File: src/rtl/input_load_ctrl_pkg.sv
// Shared types and defaults for the systolic input-load sequencer.
// Holds the FSM state enum, default sizes and the counter width helper.
package input_ctrl_pkg;

  typedef enum logic [2:0] {
    IDLE,
    WAIT_SRC,
    WAIT_ACK,
    ADVANCE,
    WAIT_LOAD,
    FEED,
    DONE
  } state_e;

  localparam int DEF_N_BEATS        = 4;
  localparam int DEF_FEED_CYCLES    = 10;
  localparam int DEF_TIMEOUT_CYCLES = 255;

  // Bits needed to hold the values 0..n inclusive.
  function automatic int cnt_w(input int n);
    return (n < 1) ? 1 : $clog2(n + 1);
  endfunction

endpackage

File: src/rtl/input_load_ctrl_watchdog.sv
// Wait-state watchdog: counts cycles spent waiting, flags expiry, sticky err.
// Ports: clk, reset (sync, active-low), waiting, clr, start_acc -> expire, err.
module input_ctrl_watchdog
  import input_ctrl_pkg::*;
#(
  parameter int TIMEOUT_CYCLES = DEF_TIMEOUT_CYCLES
) (
  input  logic clk,
  input  logic reset,
  input  logic waiting,
  input  logic clr,
  input  logic start_acc,
  output logic expire,
  output logic err
);

  localparam int TW = cnt_w(TIMEOUT_CYCLES);

  logic [TW-1:0] cnt;

  // The cycle with cnt at LIMIT-1 is the LIMIT-th waiting cycle.
  assign expire = waiting && (cnt == TW'(TIMEOUT_CYCLES - 1));

  always_ff @(posedge clk) begin
    if (!reset) begin
      cnt <= '0;
    end else if (clr || !waiting) begin
      cnt <= '0;
    end else begin
      cnt <= cnt + TW'(1);
    end
  end

  always_ff @(posedge clk) begin
    if (!reset) begin
      err <= 1'b0;
    end else if (start_acc) begin
      err <= 1'b0;
    end else if (expire) begin
      err <= 1'b1;
    end
  end

endmodule

File: src/rtl/input_load_ctrl.sv
// Input-load sequencer: source handshake, row/col stepping, array feed window.
// Ports: clk, reset(sync low), start, src_valid, tx_one_done, load_done in;
//   dest_ready, next_row, next_col, array_en, busy, done, beat_cnt, err out.
// Optional watchdog: define INPUT_LOAD_CTRL_TIMEOUT_EN.
module input_load_ctrl
  import input_ctrl_pkg::*;
#(
  parameter int N_BEATS        = DEF_N_BEATS,
  parameter int FEED_CYCLES    = DEF_FEED_CYCLES,
  parameter int TIMEOUT_CYCLES = DEF_TIMEOUT_CYCLES
) (
  input  logic                      clk,
  input  logic                      reset,
  input  logic                      start,
  input  logic                      src_valid,
  output logic                      dest_ready,
  input  logic                      tx_one_done,
  output logic                      next_row,
  output logic                      next_col,
  input  logic                      load_done,
  output logic                      array_en,
  output logic                      busy,
  output logic                      done,
  output logic [cnt_w(N_BEATS)-1:0] beat_cnt,
  output logic                      err
);

  localparam int BW = cnt_w(N_BEATS);
  localparam int FW = cnt_w(FEED_CYCLES);

  state_e        state_q;
  state_e        state_d;
  logic [FW-1:0] feed_cnt;
  logic          expire;
  logic          start_acc;
  logic          last_beat;
  logic          feed_last;

  assign start_acc = (state_q == IDLE) && start;
  assign last_beat = beat_cnt == BW'(N_BEATS - 1);
  assign feed_last = feed_cnt == FW'(FEED_CYCLES - 1);

  always_ff @(posedge clk) begin
    if (!reset) begin
      state_q <= IDLE;
    end else begin
      state_q <= state_d;
    end
  end

  always_comb begin
    state_d = state_q;
    unique case (state_q)
      IDLE:      if (start)       state_d = WAIT_SRC;
      WAIT_SRC:  if (src_valid)   state_d = WAIT_ACK;
      WAIT_ACK:  if (tx_one_done) state_d = ADVANCE;
      ADVANCE:   state_d = last_beat ? WAIT_LOAD : WAIT_SRC;
      WAIT_LOAD: if (load_done)   state_d = FEED;
      FEED:      if (feed_last)   state_d = DONE;
      DONE:      state_d = IDLE;
      default:   state_d = IDLE;
    endcase
    // Watchdog abort outranks any wait-state exit.
    if (expire) state_d = IDLE;
  end

  always_ff @(posedge clk) begin
    if (!reset) begin
      beat_cnt <= '0;
    end else if (start_acc) begin
      beat_cnt <= '0;
    end else if (state_q == ADVANCE && beat_cnt != BW'(N_BEATS)) begin
      beat_cnt <= beat_cnt + BW'(1);
    end
  end

  always_ff @(posedge clk) begin
    if (!reset) begin
      feed_cnt <= '0;
    end else if (state_q == WAIT_LOAD) begin
      feed_cnt <= '0;
    end else if (state_q == FEED) begin
      feed_cnt <= feed_cnt + FW'(1);
    end
  end

  assign dest_ready = state_q == WAIT_SRC;
  assign next_row   = state_q == ADVANCE;
  assign next_col   = state_q == ADVANCE;
  assign array_en   = state_q == FEED;
  assign busy       = state_q != IDLE;
  assign done       = state_q == DONE;

`ifdef INPUT_LOAD_CTRL_TIMEOUT_EN
  logic waiting;
  logic chg;

  assign waiting = (state_q == WAIT_SRC) ||
                   (state_q == WAIT_ACK) ||
                   (state_q == WAIT_LOAD);
  assign chg     = state_d != state_q;

  input_ctrl_watchdog #(
    .TIMEOUT_CYCLES(TIMEOUT_CYCLES)
  ) u_wdog (
    .clk      (clk),
    .reset    (reset),
    .waiting  (waiting),
    .clr      (chg),
    .start_acc(start_acc),
    .expire   (expire),
    .err      (err)
  );
`else
  logic unused_timeout;

  assign unused_timeout = ^TIMEOUT_CYCLES;
  assign expire         = 1'b0;
  assign err            = 1'b0;
`endif

endmodule

File: config.mk
export PLATFORM = sky130hd
export DESIGN_NAME = input_load_ctrl
export DESIGN_NICKNAME = d
export VERILOG_FILES = /design/src/rtl/input_load_ctrl_pkg.sv /design/src/rtl/input_load_ctrl_watchdog.sv /design/src/rtl/input_load_ctrl.sv
export SDC_FILE = /design/constraint.sdc
export NUM_CORES = 1
export LEC_CHECK = 0
export ABC_AREA = 1
export CORE_MARGIN = 1.5
export CORE_UTILIZATION = 24
export DETAILED_ROUTE_END_ITERATION = 12
export SYNTH_ARGS = -nofsm -noshare
export SYNTH_HDL_FRONTEND = slang
export SYNTH_SLANG_ARGS = --single-unit
File: constraint.sdc
create_clock -name clk -period 2.9 [get_ports clk]
set_input_delay 0.29 -clock clk [delete_from_list [all_inputs] [get_ports clk]]
set_output_delay 0.29 -clock clk [all_outputs]
set_load 0.01 [all_outputs]
# Word-level counts from Yosys, hierarchy flattened

Index checks and enable logic that the tools add are counted.

Flip-flop bits (word level): 10
Latch bits: 0
Memory bits (writable): 0
Memory bits (read-only): 0
Input bits: 6
Logic and storage cells: 34
Memories kept: 0

Add/subtract/negate cells: 2
Multipliers: 0
Div/mod/pow operators: 0
Order comparisons: 0
Equality and inequality tests: 14
Shift-type cells: 0
Multiplexer cells: 7
Bitwise logic cells: 1
Reduce and logical (&&, ||, !) cells: 7

Operators by type and width:

| operator            | number |
|---|---|
| $mux 3              | 6 |
| $pmux 3 s6          | 1 |
| $eq 3x2->1 const B  | 3 |
| $eq 3x3->1 const B  | 3 |
| $ne 2x2->1 const B  | 4 |
| $reduce_and 5->1    | 1 |
| $add 4x1->4 const B | 1 |
| $eq 4x4->1 const B  | 1 |
| $reduce_or 2->1     | 2 |
| $add 3x1->3 const B | 1 |
| $eq 3x1->1 const B  | 1 |
| $logic_not 3->1     | 1 |
| $ne 3x3->1 const B  | 1 |
| $reduce_bool 3->1   | 1 |
| $logic_and 1x1->1   | 2 |
| $ne 2x1->1 const B  | 1 |
| $not 1->1           | 1 |

# Logic depth before layout (Yosys ltp)

Gate-level depths: netlist (run 1).

Word-level depth: 3
Depth in mapped cells: 9
Gate-level depth less buffers: 9

# Worst setup path after synthesis (run 1)

OpenSTA, ideal clock, no wires.

Kind: reg2reg
Start: register beat_cnt[0]
End: register beat_cnt[1]
Setup time: 86 ps
Arrival time: 1058 ps
Required time: 2814 ps
Setup slack: 1756 ps
Stages on the path, launching flop included: 6
Path buffers: 0
Period minus slack after synthesis: 1144 ps
Cell sequence: dfxtp_1 -> inv_1 -> ha_1 -> a21oi_2 -> inv_2 -> a211oi_1

Longest elaborated chain between the ends: 2
Elaborated cells between the ends (all ways): 3
Classes of those cells: 1 x add/sub; 1 x eq/ne; 1 x reduce/logical

RTL lines:

| what                                                                | RTL line              | RTL |
|---|---|---|
| start: declaration                                                  | input_load_ctrl.sv:24 | `output logic [cnt_w(N_BEATS)-1:0] beat_cnt,` |
| start signal: assignment                                            | input_load_ctrl.sv:73 | `beat_cnt <= beat_cnt + BW'(1);` |
| parallel branches: the longest is 2 deep, another holds $add 3x1->3 | -                     |  |

Parallel ways; which one is timed is not known.
A chain may end at the register's enable or synchronous reset.

# Worst setup path after layout (run 1)

Start: register state_q[0]
End: output port array_en

Longest elaborated chain between the ends: 1

RTL lines:

| what                     | RTL line              | RTL |
|---|---|---|
| start: declaration       | input_load_ctrl.sv:31 | `state_e state_q;` |
| start signal: assignment | input_load_ctrl.sv:47 | `state_q <= state_d;` |
| $eq 3x3->1               | input_load_ctrl.sv:90 | `assign array_en = state_q == FEED;` |
| end: declaration         | input_load_ctrl.sv:21 | `output logic array_en,` |

No other way between the ends.

==> results.py, run 1 <==
metrics = {
    "yosys": {
        "ys.warnings.count": 0,
        "syn_area_um2": 671.9,
        "synth.top_cell.area_share": 0.2980,
        "synth-async-reset-ratio": 0,
        "synth.net_count": 100,
        "yosysSeqAreaShare": 0.2980,
        "ys_seq_elements": 10,
        "synth_common_cells": "nand2_1, dfxtp_1, nor2_1, inv_1, nand3_1",
        "syn_area_per_cell_um2": 7.549,
        "synth-edff-count": 0,
        "yosysMostFrequentCell": "nand2_1",
        "synth_flop_cell": "dfxtp_1",
        "synth_cell_types": 27,
        "synthTopCellsByArea": "dfxtp_1, nand2_1, ha_1",
        "synth_area_leader_cell": "dfxtp_1",
        "syn_inst": 89,
    },
    "global_route": {
        "gr-total-overflow": 0,
        "grt.total_usage": 0.1026,
        "grt_first_pass_wirelength_mm": 2.497,
        "grt_max_degree": 9,
        "grt_pass1_vias": 631,
        "antenna_found_initial": 0,
    },
    "drt": {
        "drt_wl_total_mm": 1.346,
        "vias_per_cell": 4.356,
        "drtIter0Drc": 12,
        "drcViolationCount": 0,
        "wl_per_cell_um": 9.970,
        "drt_pass1_iterations": 4,
        "num_vias": 588,
        "ant_nets": 0,
    },
    "critical_path": {
        "crit_path_max_incr_delay_ps": 560,
        "path_buf_inv": 1,
        "crit_chain": "nand2_4, nor2_8, clkdlybuf4s50_1",
        "startpoint": "state_q[0]",
        "crit_path_end": "array_en",
        "start_kind": "register",
        "crit_family": "buffers and inverters",
        "end_kind": "primary output",
        "r2r_end": "feed_cnt[3]",
        "timing.rr.start": "state_q[0]",
        "cp_slowest_cell": "clkdlybuf4s50_1",
        "worst_ep_required_time_ps": 2610,
        "cp.depth": 3,
        "crit_type": "register to primary output",
        "reg2reg_slack_ps": 1610,
        "critPathArrivalTime_ps": 1630,
        "path_max_fanout": 8,
        "reg2reg_depth": 7,
    },
    "final_layout": {
        "layout-drive-gt1-share": 0.1923,
        "area_growth_pct": 28.68,
        "layout.nets": 116,
        "antenna_cells": 0,
        "nFillCells": 325,
    },
    "power_and_ir_drop": {
        "p_leak_uw": 0.0003797,
        "power.total_uw": 587.4,
        "vdd_drop_max_uv": 305.3,
        "power_density_nw_per_um2": 679.4,
    },
    "clocking": {
        "holdBufCountCts": 0,
        "worstSkewPairLatency_ps": 260,
        "ctsHtreeMaxLevel": 1,
        "clock_path_buffers": 2,
        "post_cts_buffers": 0,
        "cts-root-buf": "clkbuf_4",
        "cts_tree": "built",
        "clk_pin_slew_ps": 70,
        "cts-resized-gates": 0,
        "cts_made_buffers": 3,
        "clock-sinks": 10,
    },
    "floorplanning": {
        "rows": 19,
        "die_h_um": 55.91,
        "pin_count": 16,
        "die-area_um2": 3126,
        "core_area_um2": 2710,
        "die_w_um": 55.91,
        "initial_core_util": 0.2479,
    },
    "timing": {
        "timing.final.crit_share": 0.6610,
        "rsz0062_at_grt": "no",
        "tns_ps": 0,
        "whs_ps": 463.1,
        "finalClockSkew_ps": 2.716,
        "min_period_ps": 1917,
        "final.setup.worst_slack_ps": 983.0,
        "hold_violations": 0,
        "setup_violations": 0,
        "fmax_mhz": 521.7,
        "maxSlewViolCount": 0,
    },
    "outcome": {
        "outcome": "finished, final reports clean",
    },
    "placed_design": {
        "routabilityCongestion": 0.8718,
        "place_ws_ps": 1259,
        "port_buffers": 14,
        "dp_hpwl_mm": 1.058,
    },
    "worst_hold_path": {
        "hp-class": "register to register",
    },
    "flow_run": {
        "cap_violations": 0,
    },
}
-- per-stage QoR --
step	cells	cell area (um^2)	util
final	135	864.6	0.3190
after global routing	135	864.6	0.3190
after CTS	135	864.6	0.3190
after detailed placement	131	828.3	0.3056
after global placement	131	828.3	0.3056
after floorplan	89	671.9	-
-- worst register-to-register path, cell delays in order, from the launching register on --
cell,delay [ps]
dfxtp_1,520
nand2_4,130
nor2_8,160
nand2_2,80
nor3_2,130
nand2_1,70
nand2_1,60
nor2_1,40
-- sequential cells by signal (all words and copies together) (netlist names) --
signal,flops
feed_cnt,4
state_q,3
beat_cnt,3
-- cell usage in the layout (no fill, tap or decap) --
cell type        count
nand2_1             17
clkdlybuf4s50_1     14
nor2_1              10
dfxtp_1             10
inv_1                9
nand3_1              6
ha_1                 5
nor2_2               3
a21oi_1              3
clkbuf_4             3
nand3_2              2
inv_2                2
nand2_4              2
o21ai_0              2
a211oi_1             2
inv_4                1
nor2_8               1
or2_1                1
nand2_2              1
o21ai_4              1
nand3b_1             1
nor3_1               1
o21bai_2             1
a21oi_2              1
o21ai_1              1
and3_1               1
nor3_2               1
conb_1               1
clkbuf_8             1
-- kinds of logic (layout without fill, tap and decap cells) --
group                    Yosys count  count (layout)  share of synthesized area
AO/OA/AOI/OAI                     11              11                     0.1210
adder cells (fa/ha/maj)            5               5                    0.09311
other                              1               1                   0.005581
buffers and inverters             15              30                     0.1043
flip-flops                        10              10                     0.2979
AND/OR/NAND/NOR                   47              47                     0.3781
-- layout make-up --
type | count | area, um^2 | share of cell area
clock buffer | 4 | 36.28 | 0.04197
sequential | 10 | 200.2 | 0.2315
multi-input combinational | 64 | 401.6 | 0.4645
tap | 31 | 38.79 | 0.04486
inverter | 12 | 47.55 | 0.05499
timing repair buffer | 14 | 140.1 | 0.1621
-- worst min-delay path by stage --
stage	startpoint	endpoint	depth (start not counted)
finish	feed_cnt[2]	feed_cnt[2]	2
global route	feed_cnt[2]	feed_cnt[2]	2
CTS	feed_cnt[2]	feed_cnt[2]	2
detailed placement	feed_cnt[2]	feed_cnt[2]	2
global placement	feed_cnt[2]	feed_cnt[2]	2
floorplan	reset	state_q[1]	2
-- where the power goes --
part | internal [uW] | switching [uW]
clock | 76.2 | 49.1
sequential | 157 | 34.8
combinational | 125 | 146
total | 358 | 229
-- metal layers --
layer  up-vias  global-route usage  wire length, um
li1        313                   -                -
met1       260              0.1175              627
met2        13              0.1718              655
met3         2             0.03488               53
met4         0             0.04762                9
met5         -                   0                0
Note: power is estimated with default switching activity, not from simulation.
==> run 2, diff against run 1 <==
==> constraint.sdc (replaced) <==
create_clock -name clk -period 1.65 [get_ports clk]
set_input_delay 0.165 -clock clk [delete_from_list [all_inputs] [get_ports clk]]
set_output_delay 0.165 -clock clk [all_outputs]
set_load 0.01 [all_outputs]
==> run 2 against run 1 <==
Net effect:
- final cell count is the same
- non-clock buffer count is the same
- critical path depth is the same
- combinational power grew 73%
- clock power grew 77%
- worst setup slack lost 900 ps
- sequential share of layout area grew 0.26 points
- flip-flop and latch count is the same
- critical endpoint is now busy
==> results.py, run 2 (synthesis gave the netlist of run 1 again) <==
metrics = {
    "power_and_ir_drop": {
        "p_leak_uw": 0.0004177,
        "power_density_nw_per_um2": 1192,
        "vdd_drop_max_uv": 488.6,
    },
    "worst_hold_path": {
        "hp-class": "register to register",
    },
    "critical_path": {
        "path_max_fanout": 8,
        "crit_chain": "nor2_4, nand2_1, clkdlybuf4s50_1",
        "timing.rr.start": "feed_cnt[1]",
        "reg2reg_depth": 9,
        "worst_ep_required_time_ps": 1480,
        "start_kind": "register",
        "r2r_end": "state_q[0]",
        "crit_path_end": "busy",
        "crit_type": "register to primary output",
        "end_kind": "primary output",
        "crit_path_max_incr_delay_ps": 540,
        "startpoint": "state_q[0]",
        "critPathArrivalTime_ps": 1400,
        "cp_slowest_cell": "clkdlybuf4s50_1",
        "reg2reg_slack_ps": 400,
    },
    "timing": {
        "finalClockSkew_ps": 4.882,
        "fmax_mhz": 639.8,
        "timing.final.crit_share": 0.9472,
        "rsz0062_at_grt": "no",
        "maxSlewViolCount": 0,
        "whs_ps": 472.5,
        "tns_ps": 0,
        "setup_violations": 0,
        "min_period_ps": 1563,
        "hold_violations": 0,
    },
    "drt": {
        "ant_nets": 0,
        "drtIter0Drc": 16,
        "drt_pass1_iterations": 4,
        "wl_per_cell_um": 9.837,
        "vias_per_cell": 4.274,
        "drcViolationCount": 0,
        "num_vias": 577,
        "drt_wl_total_mm": 1.328,
    },
    "floorplanning": {
        "core_area_um2": 2710,
        "die_w_um": 55.91,
        "initial_core_util": 0.2479,
        "die-area_um2": 3126,
        "rows": 19,
        "pin_count": 16,
        "die_h_um": 55.91,
    },
    "final_layout": {
        "antenna_cells": 0,
        "top_register": "feed_cnt",
        "final_common_cell": "nand2_1",
        "final_cell_mix": "nand2_1, nor2_1, inv_1, clkdlybuf4s50_1, dfxtp_1",
        "reg_top3": "feed_cnt (4), beat_cnt (3), state_q (3)",
        "layout.nets": 116,
        "largest_reg_flops": 4,
        "area_growth_pct": 29.61,
        "layout-drive-gt1-share": 0.2212,
    },
    "outcome": {
        "outcome": "finished, final reports clean",
    },
    "global_route": {
        "grt_max_degree": 9,
        "gr-total-overflow": 0,
        "grt_first_pass_wirelength_mm": 2.539,
        "antenna_found_initial": 0,
        "grt_pass1_vias": 611,
        "grt.total_usage": 0.1070,
    },
    "placed_design": {
        "routabilityCongestion": 0.8726,
        "port_buffers": 14,
        "dp_hpwl_mm": 1.058,
    },
    "clocking": {
        "worstSkewPairLatency_ps": 270,
        "holdBufCountCts": 0,
        "cts_tree": "built",
        "clock-sinks": 10,
        "cts_made_buffers": 3,
        "ctsHtreeMaxLevel": 1,
        "clock_path_buffers": 2,
        "clk_pin_slew_ps": 70,
        "cts-root-buf": "clkbuf_4",
    },
    "flow_run": {
        "cap_violations": 0,
    },
}
[run 2: metal layers]
metal | GRT usage | part of all wire | vias to the layer above | routed length, um
li1 | - | - | 314 | -
met1 | 0.1261 | 0.46 | 250 | 617
met2 | 0.1633 | 0.48 | 9 | 632
met3 | 0.03023 | 0.029 | 4 | 39
met4 | 0.08163 | 0.029 | 0 | 39
met5 | 0 | 0 | - | 0
[run 2: worst min path at each step]
stage,start,end,slack (ps),cells past startpoint
2_1_floorplan,reset,state_q[1],290,2
3_3_place_gp,feed_cnt[2],feed_cnt[2],450,2
3_5_place_dp,feed_cnt[2],feed_cnt[2],460,2
4_1_cts,feed_cnt[2],feed_cnt[2],470,2
5_1_grt,feed_cnt[2],feed_cnt[2],530,2
6_report,feed_cnt[2],feed_cnt[2],470,2
[run 2: final cells by class]
cell class	instances	area (um^2)
clock buffer	4	36.28
fill	312	1839
inverter	12	47.55
multi-input combinational	64	406.6
sequential	10	203.9
tap	31	38.79
timing repair buffer	14	137.6
[run 2: stage by stage]
step	utilization	total power [uW]	cells	setup WS [ps]	instance area (um^2)
after floorplan	-	677.0	89	506.2	671.9
after global placement	0.3056	815.2	131	163.6	828.3
after detailed placement	0.3056	822.3	131	135.9	828.3
after CTS	0.3186	1040	135	52.01	863.3
after global routing	0.3213	1124	135	2.468	870.8
final	0.3213	1038	135	87.10	870.8
[run 2: worst max-delay path: cells and delay by family, from the launching register on]
kind / cells / cell delay [ps]
buffers and inverters: 1 / 540
flip-flops: 1 / 450
AND/OR/NAND/NOR: 2 / 150
[run 2: timing repair]
action | in CTS | in global routing
pin swaps | 0 | 0
gates cloned | 0 | 0
setup endpoints to repair | 6 | 2
setup buffers | 0 | 0
gates resized for setup | 7 | 2
[run 2: power breakdown]
part           switching, uW  internal (uW)
sequential              67.9            282
combinational            258            210
clock                   87.3            134
total                    413            625
==> run 3, diff against run 2 <==
--- a/config.mk
+++ b/config.mk
@@ -7,8 +7,9 @@
 export LEC_CHECK = 0
 export ABC_AREA = 1
 export CORE_MARGIN = 1.5
-export CORE_UTILIZATION = 24
+export CORE_UTILIZATION = 42
 export DETAILED_ROUTE_END_ITERATION = 12
+export PLACE_DENSITY = 0.72
 export SYNTH_ARGS = -nofsm -noshare
 export SYNTH_HDL_FRONTEND = slang
 export SYNTH_SLANG_ARGS = --single-unit
==> run 3 against run 2 <==
Net effect:
- sequential power decreased by 2%
- fmax decreased by 0.78%
- sequential share of layout area increased by 0.73 points
- final cell count decreased by 11%
- cell area decreased by 3.0%
- clock skew decreased by 4.5 ps
- critical endpoint is now next_row
- worst setup slack got worse by 12 ps
==> results.py, run 3 (synthesis gave the netlist of run 1 again) <==
metrics = {
    "drt": {
        "num_vias": 569,
        "ant_nets": 0,
        "wl_per_cell_um": 9.817,
        "drtIter0Drc": 4,
        "drcViolationCount": 0,
        "drt_wl_total_mm": 1.178,
        "drt_pass1_iterations": 3,
        "vias_per_cell": 4.742,
    },
    "floorplanning": {
        "core_area_um2": 1506,
        "initial_core_util": 0.4460,
        "pin_count": 16,
        "die_h_um": 43.00,
        "rows": 14,
        "die-area_um2": 1849,
        "die_w_um": 43.00,
    },
    "timing": {
        "fmax_mhz": 634.9,
        "hold_violations": 0,
        "timing.final.crit_share": 0.9546,
        "setup_violations": 0,
        "maxSlewViolCount": 0,
        "finalClockSkew_ps": 0.3879,
        "min_period_ps": 1575,
        "tns_ps": 0,
        "rsz0062_at_grt": "no",
    },
    "final_layout": {
        "top_register": "feed_cnt",
        "layout.nets": 117,
        "nFillCells": 153,
        "largest_reg_flops": 4,
        "reg_top3": "feed_cnt (4), beat_cnt (3), state_q (3)",
        "seq_area_um2": 203.9,
        "final_cell_mix": "nand2_1, clkdlybuf4s50_1, nor2_1",
        "antenna_cells": 0,
        "multi_input_area_um2": 401.6,
        "layout-drive-gt1-share": 0.2212,
        "stdcell_count": 120,
        "final_common_cell": "nand2_1",
        "area_growth_pct": 25.70,
    },
    "critical_path": {
        "start_kind": "register",
        "crit_chain": "nand3_2, inv_1, clkdlybuf4s50_1",
        "critPathArrivalTime_ps": 1410,
        "end_kind": "primary output",
        "path_buf_inv": 2,
        "worst_ep_required_time_ps": 1480,
        "crit_path_max_incr_delay_ps": 540,
        "cp_slowest_cell": "clkdlybuf4s50_1",
        "crit_family": "buffers and inverters",
        "path_max_fanout": 8,
        "crit_type": "register to primary output",
    },
    "global_route": {
        "grt_pass1_vias": 551,
        "antenna_found_initial": 0,
        "grt_max_degree": 9,
        "grt_first_pass_wirelength_mm": 2.139,
        "gr-total-overflow": 0,
        "grt.total_usage": 0.1582,
    },
    "power_and_ir_drop": {
        "power_density_nw_per_um2": 1142,
        "p_leak_uw": 0.0003966,
        "vdd_drop_max_uv": 783.8,
    },
    "flow_run": {
        "cap_violations": 0,
    },
    "clocking": {
        "ctsHtreeMaxLevel": 1,
        "cts_tree": "built",
        "cts-root-buf": "clkbuf_4",
        "clock_path_buffers": 2,
        "clk_pin_slew_ps": 60,
        "worstSkewPairLatency_ps": 250,
        "cts_made_buffers": 3,
        "clock-sinks": 10,
    },
    "placed_design": {
        "dp.cells": 116,
        "port_buffers": 14,
        "dp_hpwl_um": 985.6,
        "routabilityCongestion": 0.8721,
    },
    "worst_hold_path": {
        "hp-class": "register to register",
    },
    "outcome": {
        "outcome": "finished, final reports clean",
    },
}
run 3: changes by cell type in the layout (fill, tap and decap cells not counted), sizes merged:
cell and delta:
clkbuf -1, dlygate4sd2 -3, clkdlybuf4s50 +3, buf +1
run 3: layer usage:
layer,track usage,vias to the layer above,wire [um]
met5,0,-,0
met4,0.1091,0,31
met3,0.02553,4,31
met2,0.2485,8,566
met1,0.1953,242,548
li1,-,315,-
run 3: final cells by class:
class,count,share of cell area
multi-input combinational,64,0.4756
clock buffer,3,0.02667
sequential,10,0.2415
inverter,12,0.05630
tap,16,0.02370
timing repair buffer,15,0.1763
run 3: final timing paths:
check	startpoint	to	slack (ps)	cells past startpoint
worst max-delay path	state_q[0]	next_row	70	3
worst min-delay path	feed_cnt[2]	feed_cnt[2]	460	2
worst max register to register	state_q[2]	feed_cnt[3]	410	8
worst min register to register	feed_cnt[2]	feed_cnt[2]	460	2
run 3: metrics by stage:
stage / hold WS, ps / instance area (um^2) / utilization / power, uW / worst slack (ps)
3_3_place_gp: 451.0 / 809.5 / 0.5374 / 812.7 / 170.7
2_1_floorplan: 285.4 / 671.9 / - / 677.0 / 506.2
5_1_grt: 490.5 / 844.6 / 0.5606 / 1048 / 8.976
3_5_place_dp: 461.2 / 809.5 / 0.5374 / 815.1 / 152.7
4_1_cts: 469.8 / 839.6 / 0.5573 / 979.3 / 18.44
6_report: 464.4 / 844.6 / 0.5606 / 964.1 / 74.87
run 3: what timing repair did:
action | 4_1_cts | 5_1_grt
hold buffers | 0 | 0
hold endpoints to repair | 0 | 0
endpoints found under the setup margin | 5 | 4
resized for setup | 2 | 3
setup buffers | 1 | 0
run 3: worst reg2reg max path: stages, from the launching register on:
cell and delay, ps:
dfxtp_2 380, inv_4 50, buf_4 160, nor2_8 160, nand2_2 70, nor3_2 140
nand2_1 80, nand2_1 60, nor2_1 30
run 3: power by group:
group / internal (uW) / switching [uW] / leakage (uW)
Clock: 83.6 / 71.6 / 0.0000138
Sequential: 282 / 60.2 / 0.0000822
Combinational: 217 / 250 / 0.000301
